[config.mk]
export PLATFORM = sky130hd
export DESIGN_NAME = jttrack_objram_arb_flat
export DESIGN_NICKNAME = d
export VERILOG_FILES = /design/src/rtl/jttrack_objram_arb_if.sv /design/src/rtl/jttrack_objram_arb.sv /design/src/flat_wrapper.sv
export SDC_FILE = /design/constraint.sdc
export NUM_CORES = 1
export LEC_CHECK = 0
export CAP_MARGIN = 20
export CORE_ASPECT_RATIO = 0.8
export CORE_MARGIN = 1.5
export CORE_UTILIZATION = 36
export DETAILED_ROUTE_END_ITERATION = 12
export PLACE_DENSITY = 0.83
export SETUP_SLACK_MARGIN = 0.3
export SYNTH_ARGS = -nofsm -noshare
export SYNTH_HDL_FRONTEND = slang
export SYNTH_SLANG_ARGS = --single-unit
export TNS_END_PERCENT = 100
[constraint.sdc]
create_clock -name clk -period 1.5 [get_ports clk]
set_input_delay 0.45 -clock clk [delete_from_list [all_inputs] [get_ports clk]]
set_output_delay 0.45 -clock clk [all_outputs]
set_load 0.02 [all_outputs]
[src/rtl/jttrack_objram_arb_if.sv]
// Read-port bundle between the object scanner/aux reader and the sprite table arbiter.
interface jttrack_objram_arb_if;
    logic       scan_req;
    logic [9:0] scan_addr;
    logic       scan_ack;
    logic       scan_dv;
    logic       aux_req;
    logic [9:0] aux_addr;
    logic       aux_ack;
    logic       aux_dv;
    logic [7:0] rd_dout;
    logic       rd_page;

    modport master (
        output scan_req, scan_addr, aux_req, aux_addr,
        input  scan_ack, scan_dv, aux_ack, aux_dv, rd_dout, rd_page
    );

    modport slave (
        input  scan_req, scan_addr, aux_req, aux_addr,
        output scan_ack, scan_dv, aux_ack, aux_dv, rd_dout, rd_page
    );
endinterface

[src/rtl/jttrack_objram_arb.sv]
// Sprite table read-port arbiter (scan / aux / ioctl dump) and page-select owner.
// JTTRACK_VBL_SWAP_EN defers obj_frame updates to the LVBL falling edge.
module jttrack_objram_arb #(
    parameter logic [3:0] MAXRUN = 4'd8
) (
    input  logic                        rst,
    input  logic                        clk,
    input  logic                        LVBL,
    input  logic                        frame_wr,
    input  logic                        frame_din,
    output logic                        obj_frame,
    jttrack_objram_arb_if.slave         bus,
    input  logic                        ioctl_ram,
    input  logic [9:0]                  ioctl_addr,
    output logic [9:0]                  ram_addr,
    input  logic [7:0]                  ram_q,
    output logic [1:0]                  owner
);

    typedef enum logic [1:0] {
        StIdle = 2'd0,
        StScan = 2'd1,
        StAux  = 2'd2,
        StDump = 2'd3
    } state_e;

    state_e     state_q, state_d;
    logic [3:0] run_q, run_d;
    logic       dump_mode;
    logic       scan_go, aux_go, run_full;
    logic [9:0] addr_r;
    logic       rd_page_q;
    logic [1:0] tag_q;       // {aux, scan} owner of the read the RAM is sampling
    logic       scan_dv_q, aux_dv_q;
    logic [7:0] dout_q;

    assign run_full = (MAXRUN != 4'd0) && (run_q == MAXRUN);

    always_comb begin
        state_d = StIdle;
        scan_go = 1'b0;
        aux_go  = 1'b0;
        run_d   = run_q;
        if (ioctl_ram || dump_mode) begin
            state_d = StDump;
        end else if (bus.scan_req && !(bus.aux_req && run_full)) begin
            state_d = StScan;
            scan_go = 1'b1;
        end else if (bus.aux_req) begin
            state_d = StAux;
            aux_go  = 1'b1;
        end
        // Count only scan grants that made a waiting aux request wait longer
        if (!bus.aux_req || aux_go) begin
            run_d = 4'd0;
        end else if (scan_go && run_q != MAXRUN) begin
            run_d = run_q + 4'd1;
        end
    end

    always_ff @(posedge clk or posedge rst) begin
        if (rst) begin
            state_q   <= StIdle;
            run_q     <= 4'd0;
            dump_mode <= 1'b0;
            addr_r    <= 10'd0;
            rd_page_q <= 1'b0;
            tag_q     <= 2'b00;
            scan_dv_q <= 1'b0;
            aux_dv_q  <= 1'b0;
            dout_q    <= 8'd0;
        end else begin
            state_q   <= state_d;
            run_q     <= run_d;
            dump_mode <= ioctl_ram;
            if (scan_go) begin
                addr_r <= bus.scan_addr;
            end else if (aux_go) begin
                addr_r <= bus.aux_addr;
            end
            if (scan_go || aux_go) begin
                rd_page_q <= ~obj_frame;
            end
            tag_q     <= {state_q == StAux, state_q == StScan};
            scan_dv_q <= tag_q[0];
            aux_dv_q  <= tag_q[1];
            if (|tag_q) begin
                dout_q <= ram_q;
            end
        end
    end

    assign owner        = state_q;
    assign bus.scan_ack = (state_q == StScan);
    assign bus.aux_ack  = (state_q == StAux);
    assign bus.scan_dv  = scan_dv_q;
    assign bus.aux_dv   = aux_dv_q;
    assign bus.rd_dout  = dout_q;
    assign bus.rd_page  = rd_page_q;
    assign ram_addr     = dump_mode ? ioctl_addr : addr_r;

`ifdef JTTRACK_VBL_SWAP_EN
    logic pending;
    logic lvbl_q;

    always_ff @(posedge clk or posedge rst) begin
        if (rst) begin
            pending   <= 1'b0;
            lvbl_q    <= 1'b0;
            obj_frame <= 1'b0;
        end else begin
            lvbl_q <= LVBL;
            if (frame_wr) begin
                pending <= frame_din;
            end
            // A write landing on the blanking edge itself takes effect immediately
            if (lvbl_q && !LVBL) begin
                obj_frame <= frame_wr ? frame_din : pending;
            end
        end
    end
`else
    logic unused_lvbl;
    assign unused_lvbl = LVBL;

    always_ff @(posedge clk or posedge rst) begin
        if (rst) begin
            obj_frame <= 1'b0;
        end else if (frame_wr) begin
            obj_frame <= frame_din;
        end
    end
`endif

endmodule
[src/flat_wrapper.sv]
// flat-port wrapper written by rule: the top's interface ports become plain ports
module jttrack_objram_arb_flat 
#(
    parameter logic [3:0] MAXRUN = 4'd8
)
  (rst, clk, LVBL, frame_wr, frame_din, obj_frame, ioctl_ram, ioctl_addr, ram_addr, ram_q, owner, bus_scan_req, bus_scan_addr, bus_aux_req, bus_aux_addr, bus_scan_ack, bus_scan_dv, bus_aux_ack, bus_aux_dv, bus_rd_dout, bus_rd_page);
  jttrack_objram_arb_if bus_i ();
  input  logic rst;
  input  logic clk;
  input  logic LVBL;
  input  logic frame_wr;
  input  logic frame_din;
  output logic obj_frame;
  input  logic ioctl_ram;
  input  logic [9:0] ioctl_addr;
  output logic [9:0] ram_addr;
  input  logic [7:0] ram_q;
  output logic [1:0] owner;
  input wire logic [$bits(bus_i.scan_req)-1:0] bus_scan_req;
  input wire logic [$bits(bus_i.scan_addr)-1:0] bus_scan_addr;
  input wire logic [$bits(bus_i.aux_req)-1:0] bus_aux_req;
  input wire logic [$bits(bus_i.aux_addr)-1:0] bus_aux_addr;
  output wire logic [$bits(bus_i.scan_ack)-1:0] bus_scan_ack;
  output wire logic [$bits(bus_i.scan_dv)-1:0] bus_scan_dv;
  output wire logic [$bits(bus_i.aux_ack)-1:0] bus_aux_ack;
  output wire logic [$bits(bus_i.aux_dv)-1:0] bus_aux_dv;
  output wire logic [$bits(bus_i.rd_dout)-1:0] bus_rd_dout;
  output wire logic [$bits(bus_i.rd_page)-1:0] bus_rd_page;
  assign bus_i.scan_req = bus_scan_req;
  assign bus_i.scan_addr = bus_scan_addr;
  assign bus_i.aux_req = bus_aux_req;
  assign bus_i.aux_addr = bus_aux_addr;
  assign bus_scan_ack = bus_i.scan_ack;
  assign bus_scan_dv = bus_i.scan_dv;
  assign bus_aux_ack = bus_i.aux_ack;
  assign bus_aux_dv = bus_i.aux_dv;
  assign bus_rd_dout = bus_i.rd_dout;
  assign bus_rd_page = bus_i.rd_page;
  jttrack_objram_arb #(.MAXRUN(MAXRUN)) u_core (.rst(rst), .clk(clk), .LVBL(LVBL), .frame_wr(frame_wr), .frame_din(frame_din), .obj_frame(obj_frame), .bus(bus_i), .ioctl_ram(ioctl_ram), .ioctl_addr(ioctl_addr), .ram_addr(ram_addr), .ram_q(ram_q), .owner(owner));
endmodule
* Yosys cells after proc, flatten, opt, wreduce, memory -nomap -nowiden
Index checks and enable logic that the tools add are counted.
** Operators by class
- $add $sub $neg :: 1
- Eq/ne operators :: 4
- Multiplexer cells :: 13
- Bitwise operators :: 1
- Reductions and logical operators :: 11
** Operators by type and width (number)
- 2-to-1 mux 10 bit :: 3
- 2-to-1 mux 4 bit :: 2
- 2-to-1 mux 2 bit :: 3
- 2-to-1 mux 1 bit :: 5
- adder 4 x 1 -> 4 bit (second input constant) :: 1
- equality test 4 bit (second input constant) :: 1
- != test 4 bit (second input constant) :: 1
- nonzero test 2 bit :: 2
- logical AND 1 bit :: 3
- logical OR 1 bit :: 3
- equality test 2 x 1 -> 1 bit (second input constant) :: 1
- equality test 2 bit (second input constant) :: 1
- logical NOT 1 bit :: 2
- OR reduction 2 bit :: 1
- inverter 1 bit :: 1
** Storage, ports and cells
- Register bits after elaboration :: 31
- Input port bits :: 46
- Output and inout port bits :: 26

* Longest topological paths before layout
- Word-level depth :: 9
- Mapped depth :: 5
- Mapped depth without buffers :: 5

* Least setup slack after synthesis
Ideal clock, no wire load.
- Path kind :: register to output
- Start point :: register u_core.dump_mode
- End point :: output port ram_addr[0]
- Data arrival time :: 1098 ps
- Data required time :: 1050 ps
- Setup slack :: -48 ps
- Cell stages (with the launch flop) :: 3
- Buffers on the path :: 1
- Cells stage by stage :: dfrtp_1 clkbuf_1 mux2_2
** On the way
- Longest elaborated chain between the ends :: 1
** Ends and longest elaborated chain
- from (decl) :: RTL line jttrack_objram_arb.sv:29 : logic dump_mode;
- from (signal assigned) :: RTL line jttrack_objram_arb.sv:75 : dump_mode <= ioctl_ram;
- 2-to-1 mux 10 bit :: RTL line jttrack_objram_arb.sv:100 : assign ram_addr = dump_mode ? ioctl_addr : addr_r;
- to (decl) :: RTL line flat_wrapper.sv:16 : output logic [9:0] ram_addr;
No other way between the ends.

* Final worst setup path
- Start point :: register u_core.dump_mode
- End point :: output port ram_addr[5]
Same word-level chain as after synthesis.

==> metrics list <==
- After detailed routing, the number of vias per cell comes to 5.01.
- Library cell with the largest summed area after synthesis: sky130_fd_sc_hd__dfrtp_1
- The Yosys step of the flow raised 0 warnings.
* Floorplan row count: 20
- Routability cong.: 0.671
- Maximum fanout encountered on the critical timing path: 5
* IR Drop Worst-Case VDD: 566 uV
- Commonest non-fill, non-tap cells in the layout: sky130_fd_sc_hd__clkdlybuf4s50_1, sky130_fd_sc_hd__buf_6, sky130_fd_sc_hd__dfrtp_1
- Antenna violations before repair: 0
* Number of diodes added for antenna fixing: 0
* Net count after synthesis: 161
- Data on the critical path is required at its endpoint by 1050 ps.
- Maximum clock path buffer count: 2
* Count of antenna-violating nets left after detailed routing: 0
- Number of sinks handled by clock tree synthesis: 31
- Starting DRT DRC Count: 24
- The number of different library cells used by synthesis comes to 25.
- Leftover overflow at the end of global routing: 0
- Placed cell areas: 2340 um^2
- The final count of hold timing violations is 0.
- Critical path data arrival time: 1330 ps
* Post-detailed-placement half-perimeter wirelength: 2.78 mm
- In this run the vertical extent of the chip is 59.4 um.
- In the synthesized netlist the dominant register cell turns out to be sky130_fd_sc_hd__dfrtp_1.
- Timing analysis after detailed placement gives a worst setup slack of -621 ps.
* # placed instances: 246
- WS Path Type: flip-flop to output port
* Final setup violation count: 23
- Across all layers, the routed design uses 1338 vias.
- Status: finished with violations
- Per-instance average area after synthesis: 12.7 um^2
- The routed design could run at a clock period as short as 1780 ps.
* Post-Syn Instances: 113
- Sorting the synthesized cells by area gives the leading types as sky130_fd_sc_hd__dfrtp_1, sky130_fd_sc_hd__mux2_2, sky130_fd_sc_hd__o221a_2.
- Buffers placed on the I/O ports in this run total 70.
- Power density over the cells: 984 nW/um^2
- Summing internal, switching and leakage power gives 2.79 mW.
* Worst Skew: 7.09 ps
- The first global-routing pass estimated 6.42 mm of wire.
- First-pass DRT Iterations: 4
* EDFF count, synth: 0
- TritonCTS built the clock tree.
* Violated checks: setup timing
- Min-delay worst type: flip-flop to flip-flop
* Element type at the critical path start: flip-flop
- Boundary Pins: 72
- The count of pins over their slew limit came to 0.
* Hold WS: 433 ps
* Routed wirelength normalized by instance count: 16.8 um
* Area of the mapped netlist: 1430 um^2
- Area of all placed cells without fillers: 2830 um^2
- Number of max-cap violations: 0
- Pin count of the biggest net entering global routing: 32
- Share of the synthesized area in the top cell type: 0.542
- Final net count: 259
- Leakage power: 1.22 nW
- Area growth from synthesis to final layout: 97.9%
- Unrepaired setup endpoints after global routing: true
- Clock-pin slew was measured on the worst setup and hold paths at 70 ps.
- Latest clock arrival within the worst-skew pair: 290 ps
- Final standard cell utilization of the core: 0.745
* Residual DRC count: 0
* Final routed wirelength across all metal layers: 4.48 mm
- The cell sitting at the root of the clock tree is a sky130_fd_sc_hd__clkbuf_8.
- CTS built an H-tree with a depth of 2.
- In the final layout, the share of cells above drive strength 1 is 0.505.
- Slew @ Worst Pin: 404 ps
- The share of the Yosys chip area taken by registers is 0.542.
- Initial core utilization: 0.376
* Die width: 73.5 um
* Setup ws final: -283 ps
- Measured against its own limit, the worst slew margin works out to 0.730.
* Number of global-route vias before repair: 1346
- Buffers inserted during clock tree synthesis total 5.
* Share of the clock period used by the worst path: 1.19
* Total core area: 3800 um^2
- Total Die Area: 4370 um^2
- Commonest non-fill, non-tap cell in the layout: sky130_fd_sc_hd__clkdlybuf4s50_1
- Synthesis inferred 31 register bits.
- Crit path capture type: output port
- Counting flops with an async set or reset pin after synthesis yields a share of 1.00.
* Highest Clock Rate: 0.561 GHz
- Final-layout setup total negative slack: -2930 ps
* Aggregate global-route resource usage: 0.207
- Final std cells w/o fill: 267
## cell type report
type | instances | area [um^2]
Clock buffer | 6 | 82.6
Sequential cell | 31 | 776
Fill cell | 252 | 971
Timing Repair Buffer | 95 | 993
Inverter | 5 | 18.8
Tap cell | 55 | 68.8
Multi-Input combinational cell | 73 | 858
Clock inverter | 2 | 35.0
## worst max-delay path, stage by stage, from the launching register on
cell                      delay [ps]
sky130_fd_sc_hd__dfrtp_1         430
sky130_fd_sc_hd__buf_6           170
sky130_fd_sc_hd__mux2_4          310
sky130_fd_sc_hd__buf_6           130
## flip-flops by register name (all words and copies together), names as in the netlist, 2 cells and up
register,cells
u_core.owner,2
u_core.addr_r,10
u_core.tag_q,2
u_core.run_q,4
u_core.bus.rd_dout,8
## final timing paths
kind                                                  start                                end  cells after the start  slack [ps]
max in group asynchronous                               rst        u_core.bus.aux_dv$_DFF_PP0_                      3         820
worst min-delay path              u_core.tag_q[1]$_DFF_PP0_        u_core.bus.aux_dv$_DFF_PP0_                      0         430
worst max-delay path             u_core.dump_mode$_DFF_PP0_                        ram_addr[5]                      3        -280
worst min register to register    u_core.tag_q[1]$_DFF_PP0_        u_core.bus.aux_dv$_DFF_PP0_                      0         430
min in group asynchronous                               rst  u_core.bus.rd_dout[3]$_DFFE_PP0P_                      3         510
worst max register to register  u_core.run_q[1]$_DFFE_PP0P_        u_core.run_q[2]$_DFFE_PP0P_                      5         -60
## where the power goes
group | internal, mW | switching (mW) | leakage, nW
Sequential | 0.945 | 0.0722 | 0.367
Combinational | 0.560 | 0.355 | 0.794
Clock | 0.537 | 0.319 | 0.0612
Total | 2.04 | 0.746 | 1.22
## metal layers
| metal | vias up | track usage | wire length [um] |
|---|---|---|---|
| li1 | 621 | - | - |
| met1 | 643 | 0.232 | 1800 |
| met2 | 62 | 0.364 | 2270 |
| met3 | 12 | 0.0544 | 269 |
| met4 | 0 | 0.106 | 135 |
| met5 | - | 0 | 0 |
## kinds of logic (layout without fill, tap and decap cells)
kind of cell	count (synthesis)	after routing	share of synthesized area
and+or+nand+nor	22	23	0.0865
adders and majority gates	2	2	0.0175
muxes	19	19	0.149
AOI/OAI and AO/OA	29	29	0.172
DFF	31	31	0.542
buffers and inverters	10	108	0.0323
## cell usage after synthesis (all sizes together), types with 2 or more instances
master  count
o21bai     10
mux2       19
or4         3
nor2b       3
buf         2
nor2        3
ha          2
inv         5
dfrtp      31
o21ai       2
o221a      10
clkbuf      3
nand2       5
nand4       2
nand3       2
a21oi       3
## timing repair
| item | 4_1_cts | 5_1_grt |
|---|---|---|
| gates resized for setup | 192 | 11 |
| hold buffers | 0 | 0 |
| setup buffers | 4 | 7 |
| pin swaps | 6 | 4 |
| setup endpoints to repair | 51 | 43 |
| cloned | 1 | 1 |
Note: power is estimated with default switching activity, not from simulation.
